$ cat config.mk
export PLATFORM = sky130hd
export DESIGN_NAME = gray_burst_sched_flat
export DESIGN_NICKNAME = d
export VERILOG_FILES = /design/src/rtl/gray_burst_sched_if.sv /design/src/rtl/gray_burst_sched.sv /design/src/flat_wrapper.sv
export SDC_FILE = /design/constraint.sdc
export NUM_CORES = 1
export LEC_CHECK = 0
export BUFFER_PORTS_ARGS = -buffer_cell sky130_fd_sc_hd__buf_2
export CAP_MARGIN = 20
export CORE_MARGIN = 4
export CORE_UTILIZATION = 52
export CTS_BUF_LIST = sky130_fd_sc_hd__clkbuf_4 sky130_fd_sc_hd__clkbuf_8 sky130_fd_sc_hd__clkbuf_16
export CTS_CLUSTER_DIAMETER = 120
export CTS_CLUSTER_SIZE = 10
export DETAILED_ROUTE_END_ITERATION = 16
export PLACE_DENSITY_LB_ADDON = 0.08
export SYNTH_ARGS = -nofsm -noshare
export SYNTH_HDL_FRONTEND = slang
export SYNTH_SLANG_ARGS = --single-unit
export TNS_END_PERCENT = 20
$ cat constraint.sdc
create_clock -name clk -period 2 [get_ports clk]
set_clock_uncertainty 0.1 [all_clocks]
set_input_delay 0.1 -clock clk [delete_from_list [all_inputs] [get_ports clk]]
set_output_delay 0.1 -clock clk [all_outputs]
set_load 0.02 [all_outputs]
$ cat src/rtl/gray_burst_sched_if.sv
// Requester/consumer bundle for gray_burst_sched.
// The scheduler uses the slave modport; requester/consumer logic uses master.
interface gray_burst_sched_if #(
    parameter int SIZE  = 8,
    parameter int LEN_W = 4
);
    logic [1:0]       req;
    logic [SIZE-1:0]  req_base0;
    logic [SIZE-1:0]  req_base1;
    logic [LEN_W-1:0] req_len0;
    logic [LEN_W-1:0] req_len1;
    logic             abort;
    logic [1:0]       gnt;
    logic             owner;
    logic             busy;
    logic [SIZE-1:0]  addr_gray;
    logic             addr_valid;
    logic             addr_last;
    logic             addr_ready;

    modport master (
        output req, req_base0, req_base1, req_len0, req_len1, abort, addr_ready,
        input  gnt, owner, busy, addr_gray, addr_valid, addr_last
    );

    modport slave (
        input  req, req_base0, req_base1, req_len0, req_len1, abort, addr_ready,
        output gnt, owner, busy, addr_gray, addr_valid, addr_last
    );
endinterface

$ cat src/rtl/gray_burst_sched.sv
// gray_burst_sched: round-robin scheduler sharing one gray-coded address
// sequencer between two requesters. A grant latches a binary base and length;
// the burst then streams gray(base)..gray(base+len) over a valid/ready port.
// Optional feature macro GRAY_SCHED_B2B_EN: a last-beat handshake with a
// pending request grants in the same cycle so bursts run back-to-back.
module gray_burst_sched #(
    parameter int SIZE  = 8,
    parameter int LEN_W = 4
) (
    input  logic              clk,
    input  logic              nreset,
    gray_burst_sched_if.slave bus
);

    typedef enum logic {S_IDLE = 1'b0, S_RUN = 1'b1} state_t;

    localparam logic [SIZE-1:0]  ONE_A = {{(SIZE-1){1'b0}}, 1'b1};
    localparam logic [LEN_W-1:0] ONE_L = {{(LEN_W-1){1'b0}}, 1'b1};

    state_t           r_state;
    state_t           w_state_nxt;
    logic [SIZE-1:0]  r_bin;
    logic [SIZE-1:0]  r_gray;
    logic [LEN_W-1:0] r_rem;
    logic             r_last;
    logic             r_owner;
    logic             r_rr;

    logic             w_run;
    logic             w_hs;
    logic             w_last_hs;
    logic             w_win;
    logic             w_grant;
    logic [SIZE-1:0]  w_base;
    logic [LEN_W-1:0] w_len;
    logic [SIZE-1:0]  w_bin_inc;

    function automatic logic [SIZE-1:0] f_gray(input logic [SIZE-1:0] b);
        return b ^ (b >> 1);
    endfunction

    assign w_run     = (r_state == S_RUN);
    assign w_hs      = w_run & bus.addr_ready;
    assign w_last_hs = w_hs & (r_rem == '0);
    assign w_bin_inc = r_bin + ONE_A;

    // Arbitration: with both requesting, r_rr names the favoured requester
    // (reset favours 0, afterwards the one that did not win last).
    always_comb begin
        w_win  = (bus.req == 2'b11) ? r_rr : bus.req[1];
        w_base = w_win ? bus.req_base1 : bus.req_base0;
        w_len  = w_win ? bus.req_len1  : bus.req_len0;
    end

    // State register.
    always_ff @(posedge clk or negedge nreset) begin
        if (!nreset) r_state <= S_IDLE;
        else         r_state <= w_state_nxt;
    end

    // Next state and grant decision; abort beats everything in RUN.
    always_comb begin
        w_state_nxt = r_state;
        w_grant     = 1'b0;
        case (r_state)
            S_IDLE: begin
                if (bus.req != 2'b00) begin
                    w_grant     = 1'b1;
                    w_state_nxt = S_RUN;
                end
            end
            S_RUN: begin
                if (bus.abort) begin
                    w_state_nxt = S_IDLE;
                end else if (w_last_hs) begin
`ifdef GRAY_SCHED_B2B_EN
                    if (bus.req != 2'b00) begin
                        w_grant     = 1'b1;
                        w_state_nxt = S_RUN;
                    end else begin
                        w_state_nxt = S_IDLE;
                    end
`else
                    w_state_nxt = S_IDLE;
`endif
                end
            end
            default: w_state_nxt = S_IDLE;
        endcase
    end

    // Burst datapath: load on grant, advance one address per handshake.
    // A handshake in an abort cycle still advances; the burst is dropped anyway.
    always_ff @(posedge clk or negedge nreset) begin
        if (!nreset) begin
            r_bin   <= '0;
            r_gray  <= '0;
            r_rem   <= '0;
            r_last  <= 1'b0;
            r_owner <= 1'b0;
            r_rr    <= 1'b0;
        end else if (w_grant) begin
            r_bin   <= w_base;
            r_gray  <= f_gray(w_base);
            r_rem   <= w_len;
            r_last  <= (w_len == '0);
            r_owner <= w_win;
            r_rr    <= ~w_win;
        end else if (w_hs) begin
            r_bin   <= w_bin_inc;
            r_gray  <= f_gray(w_bin_inc);
            r_rem   <= r_rem - ONE_L;
            r_last  <= (r_rem == ONE_L);
        end
    end

    // gnt is combinational in the grant cycle; held off while reset is asserted.
    assign bus.gnt        = (w_grant & nreset) ? (w_win ? 2'b10 : 2'b01) : 2'b00;
    assign bus.owner      = r_owner;
    assign bus.busy       = w_run;
    assign bus.addr_valid = w_run;
    assign bus.addr_gray  = r_gray;
    assign bus.addr_last  = r_last & w_run;

endmodule

$ cat src/flat_wrapper.sv
// flat-port wrapper written by rule: the top's interface ports become plain ports
module gray_burst_sched_flat 
#(
    parameter int SIZE  = 8,
    parameter int LEN_W = 4
)
  (clk, nreset, bus_req, bus_req_base0, bus_req_base1, bus_req_len0, bus_req_len1, bus_abort, bus_addr_ready, bus_gnt, bus_owner, bus_busy, bus_addr_gray, bus_addr_valid, bus_addr_last);
  gray_burst_sched_if #(.SIZE(SIZE), .LEN_W(LEN_W)) bus_i ();
  input  logic clk;
  input  logic nreset;
  input wire logic [$bits(bus_i.req)-1:0] bus_req;
  input wire logic [$bits(bus_i.req_base0)-1:0] bus_req_base0;
  input wire logic [$bits(bus_i.req_base1)-1:0] bus_req_base1;
  input wire logic [$bits(bus_i.req_len0)-1:0] bus_req_len0;
  input wire logic [$bits(bus_i.req_len1)-1:0] bus_req_len1;
  input wire logic [$bits(bus_i.abort)-1:0] bus_abort;
  input wire logic [$bits(bus_i.addr_ready)-1:0] bus_addr_ready;
  output wire logic [$bits(bus_i.gnt)-1:0] bus_gnt;
  output wire logic [$bits(bus_i.owner)-1:0] bus_owner;
  output wire logic [$bits(bus_i.busy)-1:0] bus_busy;
  output wire logic [$bits(bus_i.addr_gray)-1:0] bus_addr_gray;
  output wire logic [$bits(bus_i.addr_valid)-1:0] bus_addr_valid;
  output wire logic [$bits(bus_i.addr_last)-1:0] bus_addr_last;
  assign bus_i.req = bus_req;
  assign bus_i.req_base0 = bus_req_base0;
  assign bus_i.req_base1 = bus_req_base1;
  assign bus_i.req_len0 = bus_req_len0;
  assign bus_i.req_len1 = bus_req_len1;
  assign bus_i.abort = bus_abort;
  assign bus_i.addr_ready = bus_addr_ready;
  assign bus_gnt = bus_i.gnt;
  assign bus_owner = bus_i.owner;
  assign bus_busy = bus_i.busy;
  assign bus_addr_gray = bus_i.addr_gray;
  assign bus_addr_valid = bus_i.addr_valid;
  assign bus_addr_last = bus_i.addr_last;
  gray_burst_sched #(.SIZE(SIZE), .LEN_W(LEN_W)) u_core (.clk(clk), .nreset(nreset), .bus(bus_i));
endmodule
==> metrics.txt <==
H-Tree Level Count=1; leading cell type in the layout, fill and taps excluded=buf_2; Startpoint Class=flop; Worst-Margin Slew=between 0.7 and 0.8 ns; largest net degree at the start of global routing=23; FP Rows=20; Mapped Cells=176; P per Cell Area=roughly 1400 nW/um^2; utilization after layout=~63%; WL per Instance=about 15 um; clock network power share=under 10%; Unique masters post-synth=39; worst r2r src=u_core.r_bin[0]$_DFFE_PN0P_; #FFs+latches synth=23; CTS tree=yes; Syn Area/Cell=9.21 um^2; Synth Cell Area=~1600 um^2; Required @ worst endpoint=around 1.8 ns; Fmax=535 MHz; CP Max Fanout=16; unrepaired setup endpoints after global routing=no; diode count=0; Sequential Power Share=a little over a third; VDD IR max=about 0.86 mV; post-DP HPWL=2950 um; largest buffer count on any clock path=2; Die Wd=roughly 64 um; Worst Setup EP=bus_gnt[1]; post-synthesis adder-cell area fraction=approximately 3%; largest family of logic cells by synthesized area=simple AND/OR/NAND/NOR gates; Switching Share=between 40% and 50%; pre-CTS setup slack=about 0.28 ns; postcts setup bufs=0; post-CTS sizing=0; via count=approximately 1,400; Routed Antenna Nets=0; simple-gate share of the synthesized area=between 10% and 20%; Fin Setup TNS=0 ns; Arr. time, crit path=about 1.7 ns; IO Port Bufs=43; ranking of synthesized cells by area=dfrtp_1 (35%), xnor2_1 (7.6%), xor2_1 (6.5%); Pint=1390 uW; ys flop type=dfrtp_1; 1st-iter DRT viols=54; Max-Cap Viols=0; Post-synth EDFFs=0; placed cell count=258; first-pass GRT wire length=around 6600 um; Initial Util=a little over half; Synth Area in Compound Gates=between 10% and 20%; area grow syn2layout=18.4%; Tmin final=approximately 1.9 ns; Worst setup startpoint=u_core.r_rr$_DFFE_PN0P_; register-to-register setup slack=around 0.27 ns; crit share post-route=around 94%; initial antenna violation count=0; WP depth=4; CP Cell Sequence=o21ai_4 -> buf_4 -> nor2_1 -> buf_2; RR Endpoint=u_core.bus.addr_gray[1]$_DFFE_PN0P_; most frequent cells in the layout=buf_2 (43), dfrtp_1 (23), nor2_1 (19), nand2_1 (17), xnor2_1 (14); leakage dissipation=~0.00089 uW; GRT Total Usage=20.4%; fraction of layout cells with a size suffix above 1=~29%; CP max-delay cell=dfrtp_1; ys async rst share=100%; mux cell area share after synthesis=7.02%; Hold WC Path Type=input pin to flop; # nets final=about 260; Max-Slew Margin vs Limit=between 40% and 50%; I/O Pins=between 40 and 50; final hold slack=approximately 0.0063 ns; Max stage delay on crit path=roughly 0.45 ns; FILL cells=280; number of global-route vias before repair=roughly 1,400; CP Buf/Inv Count=2; status=finished, final reports clean; post-synth top area cell=dfrtp_1; Core ar.=between 3000 and 4000 um^2; Final Hold Fails=0; Slew Viols, Final=0; routability cong.=0.937; Sink Count=23; height of the die=63.8 um; CTS hold repair buffers=2; Combinational Power Share=54.8%; Syn Nets=210; clk slew on worst S/H paths=approximately 0.13 ns; drt drc=0; CP Capture Type=output pin; fraction of the yosys area taken by sequential cells=35.5%; GR Overflow Total=0; share of the synthesized area in the top cell type=35.5%; Final setup viols=0; sw power=~1200 uW; critical path class=flop to output pin; XOR/XNOR share of the synthesized area=approximately 16%; CP delay by family, top=flip-flops; Die Area=~4100 um^2; non-filler cells, final=between 200 and 300; YS warnings=0; R2R depth=6; setup ws final=0.130 ns; clock buffer count from CTS=3; CTS Root Cell=clkbuf_4; wirelength, routed=around 3800 um; Vias/cell=5.35; DR pass1 iterations=4; clk_lat worst skew=between 0.3 and 0.4 ns
[power groups by stage]
stage / Clock, uW / Combinational [uW] / Sequential (uW)
6_report: 237 / 1430 / 942
3_5_place_dp: 0 / 1440 / 949
3_3_place_gp: 0 / 1410 / 930
2_1_floorplan: 0 / 996 / 1010
4_1_cts: 240 / 1440 / 939
5_1_grt: 267 / 1580 / 982
[kinds of logic after synthesis]
kind of cell / Yosys count
fa+ha+maj: 4
simple gates: 57
mux: 11
xor+xnor: 28
buf+inv: 14
flops: 23
compound gates: 39
[area by class of cell]
type                    instances  area [um^2]  area share, %
flip-flops and latches         23          576           30.0
clock buffers                   4         30.0           1.56
inverters                       4         15.0          0.782
multi-input cells             139          971           50.6
repair buffers                 50          273           14.2
well taps                      44         55.1           2.87
[stage by stage]
| step | total power [uW] | cell area, um^2 |
|---|---|---|
| 2_1_floorplan | 2010 | 1620 |
| 3_3_place_gp | 2340 | 1870 |
| 3_5_place_dp | 2390 | 1870 |
| 4_1_cts | 2620 | 1920 |
| 5_1_grt | 2830 | 1920 |
| 6_report | 2610 | 1920 |
[routing by layer]
| layer | global-route usage [%] | vias up | part of all wire (%) |
|---|---|---|---|
| li1 | - | 702 | - |
| met3 | 3.69 | 4 | 4.5 |
| met2 | 35.1 | 32 | 50 |
| met4 | 7.28 | 0 | 0.81 |
| met1 | 25.3 | 675 | 44 |
| met5 | 0 | - | 0 |
[tightest hold or removal path: stages]
cell and delay (ns):
buf_2 0.10, nand3_1 0.07, nand3b_1 0.08, nand2_1 0.05
[state kept, by name (all words and copies together), names as in the netlist]
signal,flops
u_core.r_rem,4
u_core.bus.addr_gray,8
u_core.r_rr,1
u_core.r_bin,7
u_core.bus.addr_valid,1
u_core.r_last,1
u_core.bus.owner,1
[synth_stat cells, types with 2 or more instances]
master / number
dfrtp_1: 23
nor2_1: 19
nand2_1: 17
xnor2_1: 14
xor2_1: 12
a21oi_1: 10
mux2i_1: 10
buf_2: 6
nand3_1: 6
o211ai_1: 6
o21ai_1: 6
ha_1: 4
o221ai_1: 4
a211oi_1: 3
inv_1: 3
and2_1: 2
and3_1: 2
buf_4: 2
nand3b_1: 2
nor2_2: 2
o211ai_2: 2
o21ai_0: 2
o22ai_1: 2
xor2_2: 2
[how the worst min path moves through the flow]
stage	startpoint	slack, ns	depth (start not counted)	endpoint
6_report	bus_addr_ready	0.006	4	u_core.bus.addr_valid$_DFF_PN0_
5_1_grt	bus_addr_ready	0.01	4	u_core.bus.addr_valid$_DFF_PN0_
4_1_cts	bus_addr_ready	0.001	4	u_core.bus.addr_valid$_DFF_PN0_
3_5_place_dp	nreset	-0.07	1	u_core.r_rr$_DFFE_PN0P_
3_3_place_gp	nreset	-0.07	1	u_core.r_rr$_DFFE_PN0P_
2_1_floorplan	nreset	-0.30	0	u_core.bus.addr_gray[0]$_DFFE_PN0P_
Note: power is estimated with default switching activity, not from simulation.
